`src/rtl/event_pkg.sv`:
```
// Shared types and sizing for the event encoder slice.
package event_pkg;

    localparam int N_EV = 8;
    localparam int W_EV = $clog2(N_EV);

    typedef logic [W_EV-1:0] ev_code_t;

    // Output slot: EMPTY presents nothing, FULL holds one event code.
    typedef enum logic {EMPTY, FULL} slot_state_t;

endpackage

```
`src/rtl/event_encoder8_3_if.sv`:
```
// Output handshake: the encoder (master) presents code/valid, the consumer
// (slave) answers with ready.
interface event_encoder8_3_if #(
    parameter int N = event_pkg::N_EV
);
    localparam int W = $clog2(N);

    logic [W-1:0] code;
    logic         valid;
    logic         ready;

    modport master (output code, output valid, input ready);
    modport slave  (input code, input valid, output ready);

endinterface

```
`src/rtl/event_encoder8_3_prio_enc.sv`:
```
// Combinational priority encoder: index of the highest set bit of vec.
// any is low when vec is all zeros (idx is then 0 and meaningless).
module prio_enc #(
    parameter int N = 8,
    localparam int W = $clog2(N)
) (
    input  logic [N-1:0] vec,
    output logic [W-1:0] idx,
    output logic         any
);

    // Scan upward so the highest set bit is the last one to write idx.
    always_comb begin
        // NOTE: every output gets a default first so no path leaves it unassigned (no latch).
        idx = '0;
        any = 1'b0;
        for (int i = 0; i < N; i++) begin
            if (vec[i]) begin
                idx = W'(i);
                any = 1'b1;
            end
        end
    end

endmodule

```
`src/rtl/event_encoder8_3.sv`:
```
// Sequential priority encoder: captures event pulses into a pending set and
// hands them out one at a time, highest index first, over a valid/ready port.
module event_encoder8_3
    import event_pkg::*;
#(
    parameter int N = N_EV,
    localparam int W = $clog2(N)
) (
    input  logic                  clk,
    input  logic                  reset,
    input  logic [N-1:0]          req,
    input  logic                  clr_ovf,
    event_encoder8_3_if.master    out_if,
    output logic [N-1:0]          pending,
    output logic                  ovf
);

    slot_state_t  state_q, state_d;
    logic [W-1:0] code_q, code_d;
    logic [N-1:0] pending_q, pending_d;
    logic         ovf_q, ovf_d;

    logic [W-1:0] top_idx;
    logic         any_pending;
    logic         accept;
    logic         load;
    logic [N-1:0] load_mask;
    logic [N-1:0] pending_left;

    prio_enc #(.N(N)) u_prio_enc (
        .vec (pending_q),
        .idx (top_idx),
        .any (any_pending)
    );

    // Next state: slot refill/drain, pending capture after load-clear, overflow flag.
    always_comb begin
        state_d   = state_q;
        code_d    = code_q;
        ovf_d     = ovf_q;

        accept = (state_q == FULL) && out_if.ready;
        load   = ((state_q == EMPTY) || accept) && any_pending;

        for (int i = 0; i < N; i++) begin
            load_mask[i] = load && (top_idx == W'(i));
        end

        if (load) begin
            code_d  = top_idx;
            state_d = FULL;
        end else if (accept) begin
            state_d = EMPTY;
        end

        // A request on the bit being loaded this cycle is a fresh event, not a loss.
        pending_left = pending_q & ~load_mask;
        pending_d    = pending_left | req;

        if (clr_ovf) begin
            ovf_d = 1'b0;
        end
        if (|(req & pending_left)) begin
            ovf_d = 1'b1;
        end
    end

    // State registers with synchronous reset.
    always_ff @(posedge clk) begin
        // NOTE: sequential state uses non-blocking assignments so all flops update together.
        if (reset) begin
            state_q   <= EMPTY;
            code_q    <= '0;
            pending_q <= '0;
            ovf_q     <= 1'b0;
        end else begin
            state_q   <= state_d;
            code_q    <= code_d;
            pending_q <= pending_d;
            ovf_q     <= ovf_d;
        end
    end

    assign out_if.code  = code_q;
    assign out_if.valid = (state_q == FULL);
    assign pending      = pending_q;
    assign ovf          = ovf_q;

endmodule

```
`src/flat_wrapper.sv`:
```
// flat-port wrapper written by rule: the top's interface ports become plain ports
module event_encoder8_3_flat import event_pkg::*;
#(
    parameter int N = N_EV,
    localparam int W = $clog2(N)
)
  (clk, reset, req, clr_ovf, pending, ovf, out_if_code, out_if_valid, out_if_ready);
  event_encoder8_3_if #(.N(N)) out_if_i ();
  input  logic clk;
  input  logic reset;
  input  logic [N-1:0] req;
  input  logic clr_ovf;
  output logic [N-1:0] pending;
  output logic ovf;
  output wire logic [$bits(out_if_i.code)-1:0] out_if_code;
  output wire logic [$bits(out_if_i.valid)-1:0] out_if_valid;
  input wire logic [$bits(out_if_i.ready)-1:0] out_if_ready;
  assign out_if_code = out_if_i.code;
  assign out_if_valid = out_if_i.valid;
  assign out_if_i.ready = out_if_ready;
  event_encoder8_3 #(.N(N)) u_core (.clk(clk), .reset(reset), .req(req), .clr_ovf(clr_ovf), .out_if(out_if_i), .pending(pending), .ovf(ovf));
endmodule
```
`config.mk`:
```
export PLATFORM = sky130hd
export DESIGN_NAME = event_encoder8_3_flat
export DESIGN_NICKNAME = d
export VERILOG_FILES = /design/src/rtl/event_pkg.sv /design/src/rtl/event_encoder8_3_if.sv /design/src/rtl/event_encoder8_3_prio_enc.sv /design/src/rtl/event_encoder8_3.sv /design/src/flat_wrapper.sv
export SDC_FILE = /design/constraint.sdc
export NUM_CORES = 1
export LEC_CHECK = 0
export BUFFER_PORTS_ARGS = -buffer_cell sky130_fd_sc_hd__buf_2
export CORE_AREA = 2 2 39 41
export CTS_BUF_LIST = sky130_fd_sc_hd__clkbuf_4 sky130_fd_sc_hd__clkbuf_8
export DETAILED_ROUTE_END_ITERATION = 12
export DIE_AREA = 0 0 41 43
export PLACE_DENSITY = 0.71
export SLEW_MARGIN = 20
export SYNTH_ARGS = -nofsm -noshare
export SYNTH_HDL_FRONTEND = slang
export SYNTH_SLANG_ARGS = --single-unit
```
`constraint.sdc`:
```
create_clock -name clk -period 1.75 [get_ports clk]
set_input_delay 0.175 -clock clk [delete_from_list [all_inputs] [get_ports clk]]
set_output_delay 0.175 -clock clk [all_outputs]
set_load 0.05 [all_outputs]
```
==> impl_metrics.env <==
export IMPL_holdPathStages=3
export IMPL_timing_critical_path_arrival_ps=1690
export IMPL_floorplan_initialDensity_pct=42.41
export IMPL_drt_drc_violations_left=0
export IMPL_switching_share_pct=36.47
export IMPL_fin_crit_ps=1543
export IMPL_comb_power_share_pct=28.7
export IMPL_num_vias=631
export IMPL_yosysUniqueCellTypes=20
export IMPL_crit_fanout=7
export IMPL_warnings_from_yosys=0
export IMPL_synth_seq_area_share_pct=44.35
export IMPL_setup_repair_after_global_routing_missed_its_margin="false"
export IMPL_cp_endpoint_kind="flop"
export IMPL_detail_route_wirelength_um=1368
export IMPL_crit_path_start_kind="flop"
export IMPL_achievable_frequency_ghz=0.6481
export IMPL_critical_path_class="flop to flop"
export IMPL_cp_data_required_time_ps=1900
export IMPL_globalplace_congestion=0.8503
export IMPL_grt_start_max_net_pins=14
export IMPL_path_clk_slew_ps=80
export IMPL_power_density_over_the_cells_nw_per_um2=1005
export IMPL_design_final_nets=114
export IMPL_detailedPlacementHpwl_um=1099
export IMPL_numCtsBuffers=3
export IMPL_design_die_area_um2=1763
export IMPL_die_y_um=43
export IMPL_netlist_top_cell_by_area="sky130_fd_sc_hd__dfxtp_1"
export IMPL_rr_startpoint="u_core.pending[5]"
export IMPL_post_synth_instance_area_um2=586.8
export IMPL_cts_max_path_buffers=2
export IMPL_post_dp_cell_area_um2=738.2
export IMPL_vdd_ir_drop_worst_uv=517.2
export IMPL_critPathTopFamily="simple AND/OR/NAND/NOR gates"
export IMPL_area_delta_synth_final_pct=30.92
export IMPL_avgViaCountPerCell=5.393
export IMPL_holdCritPathClass="input pin to flop"
export IMPL_setup_tns_ps=0
export IMPL_cap_violations=0
export IMPL_detail_route_wl_per_cell_um=11.69
export IMPL_numPortBuffers=24
export IMPL_critical_path_reg2reg_endpoint="u_core.ovf"
export IMPL_worst_pin_slew_ps=490.2
export IMPL_tritoncts_clock_tree="built"
export IMPL_die_width_um=41
export IMPL_crit_chain="nor4_4 -> nand3_1 -> a311oi_1 -> a41oi_1"
export IMPL_grt_usage_pct=18.91
export IMPL_grt_antenna_before_repair=0
export IMPL_number_of_h_tree_branching_levels=1
export IMPL_cts_sinks=13
export IMPL_grt_pass1_wl_um=2270
export IMPL_post_cts_repair_resize_count=0
export IMPL_post_route_period_util_pct=88.16
export IMPL_worst_setup_slack_final_ps=207.1
export IMPL_final_instance_area_um2=768.2
export IMPL_post_cts_repair_setup_buffers=0
export IMPL_final_setup_viol_count=0
export IMPL_dp_slack_ps=217.1
export IMPL_ys_top_cells_by_area="sky130_fd_sc_hd__dfxtp_1 44%, sky130_fd_sc_hd__a21oi_1 8.5%, sky130_fd_sc_hd__nor2_1 6.4%"
export IMPL_timing_final_max_slew_violations=0
export IMPL_top_level_ports=25
export IMPL_worst_skew_pair_late_latency_ps=280
export IMPL_share_clk_of_total_power_pct=26.6
export IMPL_placement_rows=14
export IMPL_antennaDiodeCount=0
export IMPL_root_buffer_selected_by_cts="sky130_fd_sc_hd__clkbuf_4"
export IMPL_slew_limit_headroom_pct=67.16
export IMPL_hold_path_endpoint="u_core.pending[1]"
export IMPL_postSynthAreaPerCell_um2=8.150
export IMPL_cp_num_buf_inv=0
export IMPL_seq_power_share_pct=44.7
export IMPL_grt_pass1_vias=570
export IMPL_grt_remaining_overflow=0
export IMPL_power_switching_w=0.0002816
export IMPL_layout_drive_gt1_share_pct=32.67
export IMPL_worstRegToRegCells=4
export IMPL_skew_ps=2.655
export IMPL_drt_pass1_iter_count=4
export IMPL_dp_cells=113
export IMPL_syn_nets=84
export IMPL_instances_no_fill=117
export IMPL_outcome="finished clean"
export IMPL_detail_route_iter0_violations=7
export IMPL_hold_viol_final=0
export IMPL_synthCells=72
export IMPL_critical_path_slowest_cell="sky130_fd_sc_hd__nor4_4"
export IMPL_antenna_violating_nets_post_route=0
export IMPL_critical_path_max_stage_delay_ps=440
export IMPL_synth_top_cell_area_share_pct=44.35
export IMPL_intPower_w=0.0004906
export IMPL_total_leakage_power_nw=0.3618
export IMPL_design_core_area_um2=1384
export IMPL_setup_slack_reg_to_reg_ps=210
export IMPL_min_from="req[1]"
export IMPL_cts_hold_buf=0
export IMPL_synth_ff_latch_count=13
power groups by stage:
stage	Combinational [W]	Sequential (W)	Clock (W)
detailed placement	0.000223	0.000352	0
global placement	0.000221	0.000351	0
finish	0.000221	0.000345	0.000206
global route	0.000241	0.000350	0.000219
floorplan	0.0000692	0.000443	0
CTS	0.000223	0.000345	0.000207
synthesized netlist by cell type:
cell	number
sky130_fd_sc_hd__dfxtp_1	13
sky130_fd_sc_hd__a21oi_1	10
sky130_fd_sc_hd__nor2_1	10
sky130_fd_sc_hd__inv_1	8
sky130_fd_sc_hd__o21ai_0	5
sky130_fd_sc_hd__nand2_1	4
sky130_fd_sc_hd__a311oi_1	3
sky130_fd_sc_hd__a41oi_1	3
sky130_fd_sc_hd__nand3_1	3
sky130_fd_sc_hd__a31oi_1	2
sky130_fd_sc_hd__nand2b_1	2
sky130_fd_sc_hd__a211oi_1	1
sky130_fd_sc_hd__a22oi_1	1
sky130_fd_sc_hd__clkbuf_1	1
sky130_fd_sc_hd__nor2b_1	1
sky130_fd_sc_hd__nor3_1	1
sky130_fd_sc_hd__nor4_4	1
sky130_fd_sc_hd__o21bai_1	1
sky130_fd_sc_hd__o311a_2	1
sky130_fd_sc_hd__or2_2	1
metrics by stage:
step / power [W] / hold slack, ps / utilization, %
finish: 0.0007721 / 114.4 / 55.52
global route: 0.0008100 / 146.1 / 55.52
CTS: 0.0007747 / 121.3 / 55.52
detailed placement: 0.0005750 / 410.3 / 53.35
global placement: 0.0005716 / 400.9 / 53.35
floorplan: 0.0005119 / 247.1 / -
cell families after synthesis:
family | share of synthesized area (%)
buffers and inverters | 5.757
flip-flops | 44.35
AO/OA/AOI/OAI | 29.64
AND/OR/NAND/NOR | 20.26
worst max-delay path by stage:
stage	start	endpoint	slack, ps	cells after the start
global placement	u_core.pending[5]	u_core.ovf	270	4
floorplan	u_core.pending[5]	u_core.ovf	70	4
CTS	u_core.pending[5]	u_core.ovf	200	4
finish	u_core.pending[5]	u_core.ovf	210	4
detailed placement	u_core.pending[5]	u_core.ovf	220	4
global route	u_core.pending[5]	u_core.ovf	1	4
worst reg2reg max path, cell delays in order, from the launching register on:
cell and delay (ps):
sky130_fd_sc_hd__dfxtp_1 340, sky130_fd_sc_hd__nor4_4 440, sky130_fd_sc_hd__nand3_1 190, sky130_fd_sc_hd__a311oi_1 300, sky130_fd_sc_hd__a41oi_1 140
sequential cells by signal (all words and copies together) (netlist names):
signal	count
u_core.out_if.code	3
u_core.out_if.valid	1
u_core.ovf	1
u_core.pending	8
area by class of cell:
type                            count  area [µm²]
Tap cell                           16       20.02
Fill cell                         143       615.6
Sequential cell                    13       260.3
Multi-Input combinational cell     50       292.8
Clock buffer                        4       30.03
Timing Repair Buffer               26       135.1
Inverter                            8       30.03
metal layers:
metal  wire, µm  up-vias  GRT usage (%)  part of all wire [%]
met3         66        2          4.712                   4.8
li1           -      320              -                     -
met1        614      291          25.00                    45
met5          0        -              0                     0
met4         17        0          6.000                   1.2
met2        669       18          29.06                    49
cell usage in the layout (no fill, tap or decap), types with 3 or more instances in the layout:
master	count
sky130_fd_sc_hd__a21oi_1	10
sky130_fd_sc_hd__a311oi_1	3
sky130_fd_sc_hd__a41oi_1	3
sky130_fd_sc_hd__buf_2	24
sky130_fd_sc_hd__clkbuf_4	4
sky130_fd_sc_hd__dfxtp_1	13
sky130_fd_sc_hd__inv_1	8
sky130_fd_sc_hd__nand2_1	4
sky130_fd_sc_hd__nand3_1	3
sky130_fd_sc_hd__nor2_1	10
sky130_fd_sc_hd__o21ai_0	5
No activity file was read; power rests on OpenSTA's default activity.
